**config.mk**
```make
export PLATFORM = sky130hd
export DESIGN_NAME = fb_bus_arbiter
export DESIGN_NICKNAME = d
export VERILOG_FILES = /design/src/rtl/fb_bus_arbiter.sv
export SDC_FILE = /design/constraint.sdc
export NUM_CORES = 1
export LEC_CHECK = 0
export ABC_AREA = 1
export CAP_MARGIN = 25
export CORE_ASPECT_RATIO = 1.75
export CORE_MARGIN = 5
export CORE_UTILIZATION = 42
export CTS_BUF_LIST = sky130_fd_sc_hd__clkbuf_8 sky130_fd_sc_hd__clkbuf_16
export CTS_CLUSTER_DIAMETER = 40
export DETAILED_ROUTE_END_ITERATION = 7
export PLACE_DENSITY = 0.92
export SETUP_SLACK_MARGIN = 0.2
export SKIP_LAST_GASP = 1
export SLEW_MARGIN = 20
export SYNTH_ARGS = -nofsm -noshare
export SYNTH_HDL_FRONTEND = slang
export SYNTH_SLANG_ARGS = --single-unit
```
**constraint.sdc**
```tcl
create_clock -name pixel_clk -period 2.2 [get_ports pixel_clk]
set_clock_uncertainty 0.1 [all_clocks]
set_input_delay 0.33 -clock pixel_clk [delete_from_list [all_inputs] [get_ports pixel_clk]]
set_output_delay 0.33 -clock pixel_clk [all_outputs]
set_load 0.05 [all_outputs]
```
**src/rtl/fb_bus_arbiter.sv**
```systemverilog
// Two-port burst arbiter sharing one Wishbone framebuffer port between
// display line fetch (port 0) and frame writer (port 1).
module fb_bus_arbiter #(
   parameter int unsigned AW           = 24,
   parameter int unsigned DW           = 32,
   parameter int unsigned LW           = 8,
   parameter int unsigned TIMEOUT      = 255,
   parameter int unsigned STARVE_LIMIT = 4
) (
   input  logic          pixel_clk,
   input  logic          pixel_rst_n,
   input  logic          req0_valid,
   input  logic          req0_urgent,
   input  logic [AW-1:0] req0_adr,
   input  logic [LW-1:0] req0_len,
   input  logic          req0_we,
   input  logic [DW-1:0] req0_wdat,
   output logic          req0_gnt,
   output logic          req0_ack,
   output logic          req0_done,
   output logic          req0_err,
   input  logic          req1_valid,
   input  logic [AW-1:0] req1_adr,
   input  logic [LW-1:0] req1_len,
   input  logic          req1_we,
   input  logic [DW-1:0] req1_wdat,
   output logic          req1_gnt,
   output logic          req1_ack,
   output logic          req1_done,
   output logic          req1_err,
   output logic [DW-1:0] rdat,
   output logic          wb_cyc,
   output logic          wb_stb,
   output logic          wb_we,
   output logic [AW-1:0] wb_adr,
   output logic [DW-1:0] wb_dat_o,
   input  logic [DW-1:0] wb_dat_i,
   input  logic          wb_ack
);

   localparam int unsigned TW = $clog2(TIMEOUT + 1);
   localparam int unsigned SW = $clog2(STARVE_LIMIT + 1);

   typedef enum logic [1:0] {
      ST_IDLE,
      ST_BUSY,
      ST_RELEASE
   } state_t;

   state_t        state_q;
   logic          owner_q;
   logic          last_owner_q;
   logic [AW-1:0] adr_q;
   logic [LW-1:0] len_q;
   logic [LW-1:0] beat_q;
   logic          we_q;
   logic [TW-1:0] tmo_q;
   logic [SW-1:0] starve_q;
   logic          cyc_q;
   logic [1:0]    gnt_q;
   logic [1:0]    ack_q;
   logic [1:0]    done_q;
   logic [1:0]    err_q;
   logic [DW-1:0] rdat_q;

   logic [AW-1:0] adr_d;
   logic [LW-1:0] beat_d;
   logic [TW-1:0] tmo_d;
   logic [SW-1:0] starve_d;
   logic          starve_full;
   logic          last_beat;
   logic          tmo_hit;
   logic          pick_vld;
   logic          pick_port;
   logic          pick_urg;
   logic [AW-1:0] pick_adr;
   logic [LW-1:0] pick_len;
   logic          pick_we;

   // Owner selection: starvation guard, then urgent display, then round-robin.
   always_comb begin
      pick_vld  = 1'b0;
      pick_port = 1'b0;
      pick_urg  = 1'b0;
      if (req1_valid && starve_full) begin
         pick_vld  = 1'b1;
         pick_port = 1'b1;
      end else if (req0_valid && req0_urgent) begin
         pick_vld  = 1'b1;
         pick_urg  = 1'b1;
      end else if (req0_valid && req1_valid) begin
         pick_vld  = 1'b1;
         pick_port = ~last_owner_q;
      end else if (req0_valid) begin
         pick_vld  = 1'b1;
      end else if (req1_valid) begin
         pick_vld  = 1'b1;
         pick_port = 1'b1;
      end
   end

   assign pick_adr    = pick_port ? req1_adr : req0_adr;
   assign pick_len    = pick_port ? req1_len : req0_len;
   assign pick_we     = pick_port ? req1_we  : req0_we;
   assign adr_d       = adr_q + AW'(1);
   assign beat_d      = beat_q + LW'(1);
   assign tmo_d       = tmo_q + TW'(1);
   assign starve_full = (starve_q == SW'(STARVE_LIMIT));
   assign starve_d    = starve_full ? starve_q : starve_q + SW'(1);
   assign last_beat   = (beat_q == len_q);
   assign tmo_hit     = (tmo_d == TW'(TIMEOUT));

   always_ff @(posedge pixel_clk or negedge pixel_rst_n) begin
      if (!pixel_rst_n) begin
         state_q      <= ST_IDLE;
         owner_q      <= 1'b0;
         last_owner_q <= 1'b1;
         adr_q        <= '0;
         len_q        <= '0;
         beat_q       <= '0;
         we_q         <= 1'b0;
         tmo_q        <= '0;
         starve_q     <= '0;
         cyc_q        <= 1'b0;
         gnt_q        <= '0;
         ack_q        <= '0;
         done_q       <= '0;
         err_q        <= '0;
         rdat_q       <= '0;
      end else begin
         ack_q  <= '0;
         done_q <= '0;
         err_q  <= '0;
         if (!req1_valid) starve_q <= '0;
         unique case (state_q)
            ST_IDLE: begin
               if (pick_vld) begin
                  state_q <= ST_BUSY;
                  owner_q <= pick_port;
                  adr_q   <= pick_adr;
                  len_q   <= pick_len;
                  we_q    <= pick_we;
                  beat_q  <= '0;
                  tmo_q   <= '0;
                  cyc_q   <= 1'b1;
                  gnt_q   <= pick_port ? 2'b10 : 2'b01;
                  if (pick_port) starve_q <= '0;
                  else if (pick_urg && req1_valid) starve_q <= starve_d;
               end
            end
            ST_BUSY: begin
               if (wb_ack) begin
                  rdat_q           <= wb_dat_i;
                  ack_q[owner_q]   <= 1'b1;
                  beat_q           <= beat_d;
                  adr_q            <= adr_d;
                  tmo_q            <= '0;
                  if (last_beat) begin
                     done_q[owner_q] <= 1'b1;
                     cyc_q           <= 1'b0;
                     gnt_q           <= '0;
                     last_owner_q    <= owner_q;
                     state_q         <= ST_RELEASE;
                  end
               end else if (tmo_hit) begin
                  // Slave never answered: abandon the burst so the bus cannot lock up.
                  err_q[owner_q] <= 1'b1;
                  cyc_q          <= 1'b0;
                  gnt_q          <= '0;
                  state_q        <= ST_RELEASE;
               end else begin
                  tmo_q <= tmo_d;
               end
            end
            ST_RELEASE: state_q <= ST_IDLE;
            default:    state_q <= ST_IDLE;
         endcase
      end
   end

   assign req0_gnt  = gnt_q[0];
   assign req1_gnt  = gnt_q[1];
   assign req0_ack  = ack_q[0];
   assign req1_ack  = ack_q[1];
   assign req0_done = done_q[0];
   assign req1_done = done_q[1];
   assign req0_err  = err_q[0];
   assign req1_err  = err_q[1];
   assign rdat      = rdat_q;
   assign wb_cyc    = cyc_q;
   assign wb_stb    = cyc_q;
   assign wb_we     = cyc_q & we_q;
   assign wb_adr    = cyc_q ? adr_q : '0;
   // Write data passes straight through from the owner so each beat sees current data.
   assign wb_dat_o  = cyc_q ? (owner_q ? req1_wdat : req0_wdat) : '0;

endmodule

```
==> flow_summary_export.csv <==
group,metric,value,unit
power_and_ir_drop,swShare,50.40,%
route,via_count,6677,
clocking,clk_pin_slew,0.07,ns
worst_setup_path,max_stage_delay,0.83,ns
layout,diodes,0,
power_and_ir_drop,pwr-share-comb,63.8,%
sta,fin_crit,1.953,ns
layout,final_common_cell,"nand2_1",
floorplanning,fp.dieW,99.21,um
worst_setup_path,crit_family,"buffers and inverters",
global_route,grt_pass1_wl,31690,um
clocking,numCtsBuffers,9,
yosys,ys_types,43,
floorplanning,core,13760,um2
layout,drive_above_1_share,17.07,%
place,placed_area,9052,um2
worst_setup_path,crit_fanout,2,
power_and_ir_drop,ir_drop,0.8014,mV
yosys,syn-instance-count,837,
yosys,synth_area_per_cell,6.988,um2
layout,instances_no_fill,1290,
global_route,grt_usage,23.56,%
place,portBuffers,266,
sta,finalSetupTns,0,ns
yosys,yosys_warnings,0,
clocking,root_buffer,"clkbuf_16",
sta,timing.final.setup_violations,0,
power_and_ir_drop,p_switching,6.462,mW
route,drt-wirelength-per-cell,15.55,um
layout,fillCellCount,1044,
power_and_ir_drop,p_leak,4.451,nW
global_route,grt_max_degree,49,
power_and_ir_drop,p_clk_share,12.5,%
yosys,ys_seq_area_share,41.52,%
route,drt_first_pass_iters,5,
worst_setup_path,worst_ep_arrival_time,1.52,ns
global_route,grt_pass1_vias,6766,
status,status,"completed",
place,dp.cells,1264,
clocking,htreeDepth,3,
place,post-dp-hpwl,15460,um
route,final_antenna_net_count,0,
floorplanning,die_y,166.1,um
global_route,antenna_found_initial,0,
sta,relSlewSlack,63.84,%
floorplanning,dieArea,16480,um2
yosys,synth_nets,1011,
place,preCtsSetupSlack,0.07587,ns
worst_setup_path,start_kind,"flop",
sta,hold_viol_final,0,
worst_setup_path,critPathCaptureType,"primary output",
yosys,synth_seq_cells,97,
route,vias_per_cell,5.176,
sta,max_slew.worst_pin.slew,0.5407,ns
floorplanning,rows,57,
yosys,syn_area,5849,um2
sta,drv_slew,0,
power_and_ir_drop,pwr-share-seq,23.8,%
power_and_ir_drop,internal-power,6.358,mW
clocking,clock_latency,0.35,ns
floorplanning,initial_core_util,42.50,%
power_and_ir_drop,cellPowerDensity,1351,nW/um2
route,drcViolationCount,0,
floorplanning,pin_count,267,
run,maxCapViolCount,0,
sta,rsz0062_at_grt,"false",
layout,nets,1282,
place,gp_congestion,0.9851,
worst_setup_path,worstSetupPathType,"reg2out",
sta,period_share,88.76,%
worst_setup_path,crit_required,1.77,ns
route,wirelength,20060,um
clocking,ctsLongestPathBuffers,2,
layout,stdcell_area,9492,um2
sta,clock.fmax,512.1,MHz
sta,setup_ws,0.2473,ns
worst_setup_path,crit_chain,"clkdlybuf4s50_1",
layout,syn_to_final_growth,62.27,%
layout,final_cell_mix,"nand2_1 (276), clkdlybuf4s50_1 (204), dfrtp_1 (92)",
global_route,grt_overflow,0,
worst_setup_path,cp.buffers_inverters,1,
hold_path,hold_path.class,"in2async",
route,dr.first_iter.drc_count,292,
clocking,cts_sinks,97,
worst_setup_path,crit_slowest_cell,"clkdlybuf4s50_1",
clocking,tritoncts,"built",
## metal layers
metal  part of all wire [%]  up-vias  track usage (%)
met3                    7.8       49            4.750
met5                      0        -                0
met4                    3.0        0            9.869
met1                     34     3102            24.21
met2                     55      309            44.94
li1                       -     3217                -
## path summary, 6_finish.rpt
path | from | end | slack (ns) | depth (start not counted)
max | gnt_q[0] | req0_gnt | 0.25 | 1
min | pixel_rst_n | done_q[0] | 0.37 | 2
max reg2reg | adr_q[1] | adr_q[16] | 0.29 | 10
min reg2reg | rdat[25] | rdat[25] | 0.38 | 2
max in group asynchronous | pixel_rst_n | wb_cyc | 1.06 | 3
min in group pixel_clk | rdat[25] | rdat[25] | 0.38 | 2
## power groups by stage
stage               clock [mW]  combinational (mW)  sequential (mW)
floorplan                    0                4.05             3.84
global placement             0                7.85             3.02
detailed placement           0                8.00             3.04
CTS                       1.64                8.08             3.02
global route              1.69                8.70             3.14
finish                    1.60                8.17             3.05
## state kept, by name (all words and copies together), names as in the netlist, 3 cells and up
name	cells
beat_q	8
rdat	32
len_q	8
tmo_q	8
starve_q	3
adr_q	24
## Yosys cell counts (all sizes together)
| cell type | n | area, um2 |
|---|---|---|
| o21bai | 3 | 26.27 |
| a22oi | 16 | 120.1 |
| inv | 74 | 277.8 |
| nor2 | 120 | 490.5 |
| dfstp | 1 | 26.28 |
| a21oi | 33 | 165.2 |
| nand3 | 41 | 220.2 |
| dfrtp | 96 | 2402 |
| clkbuf | 26 | 111.4 |
| xor2 | 5 | 43.79 |
| o2111ai | 1 | 8.760 |
| nand2 | 288 | 1114 |
| a21o | 1 | 7.510 |
| nand4 | 12 | 75.07 |
| nor3b | 1 | 7.510 |
| nand3b | 3 | 22.52 |
| o211ai | 3 | 22.52 |
| o22ai | 3 | 18.77 |
| buf | 13 | 83.82 |
| o21ai | 66 | 360.3 |
| or2 | 4 | 25.02 |
| a32o | 1 | 10.01 |
| a31oi | 3 | 18.77 |
| xnor2 | 5 | 43.79 |
| ha | 6 | 75.07 |
| a41oi | 1 | 8.760 |
| nor3 | 10 | 55.05 |
| o32ai | 1 | 8.760 |
## cell type report
cell class	instances	area (um2)	area share [%]
Sequential cell	97	2434	25.64
Clock inverter	7	78.83	0.8305
Multi-Input combinational cell	628	3044	32.07
Clock buffer	9	225.2	2.373
Tap cell	177	221.5	2.333
Inverter	74	282.8	2.979
Timing Repair Buffer	298	3206	33.77
## through the flow
stage / power (mW) / util (%) / hold WS [ns]
finish: 12.82 / 68.96 / 0.3677
global route: 13.53 / 68.96 / 0.3982
CTS: 12.74 / 68.24 / 0.3713
detailed placement: 11.04 / 65.77 / 0.1927
global placement: 10.87 / 65.77 / 0.1912
floorplan: 7.887 / - / -0.06559
## repair_timing
item                                   4_1_cts  5_1_grt
pin swaps                                    1        1
hold buffers                                 1        0
cloned                                       0        2
setup endpoints to repair                   17       40
endpoints found under the hold margin       28        0
buffers inserted                             1        6
gates resized for setup                      6       12
## worst register-to-register path: cells and delay by family, from the launching register on
kind / cells / cell delay (ns)
AOI/OAI and AO/OA: 3 / 0.39
adders and majority gates: 1 / 0.21
buffers and inverters: 2 / 0.21
and+or+nand+nor: 4 / 0.50
DFF: 1 / 0.39
## cell families after synthesis
| family | after synthesis | share of synthesized area (%) |
|---|---|---|
| AOI/OAI and AO/OA | 132 | 13.26 |
| and+or+nand+nor | 479 | 34.35 |
| DFF | 97 | 41.52 |
| buffers and inverters | 113 | 8.085 |
| adders and majority gates | 6 | 1.283 |
| xor gates and xnor gates | 10 | 1.497 |
(Power assumes the default switching activity.)
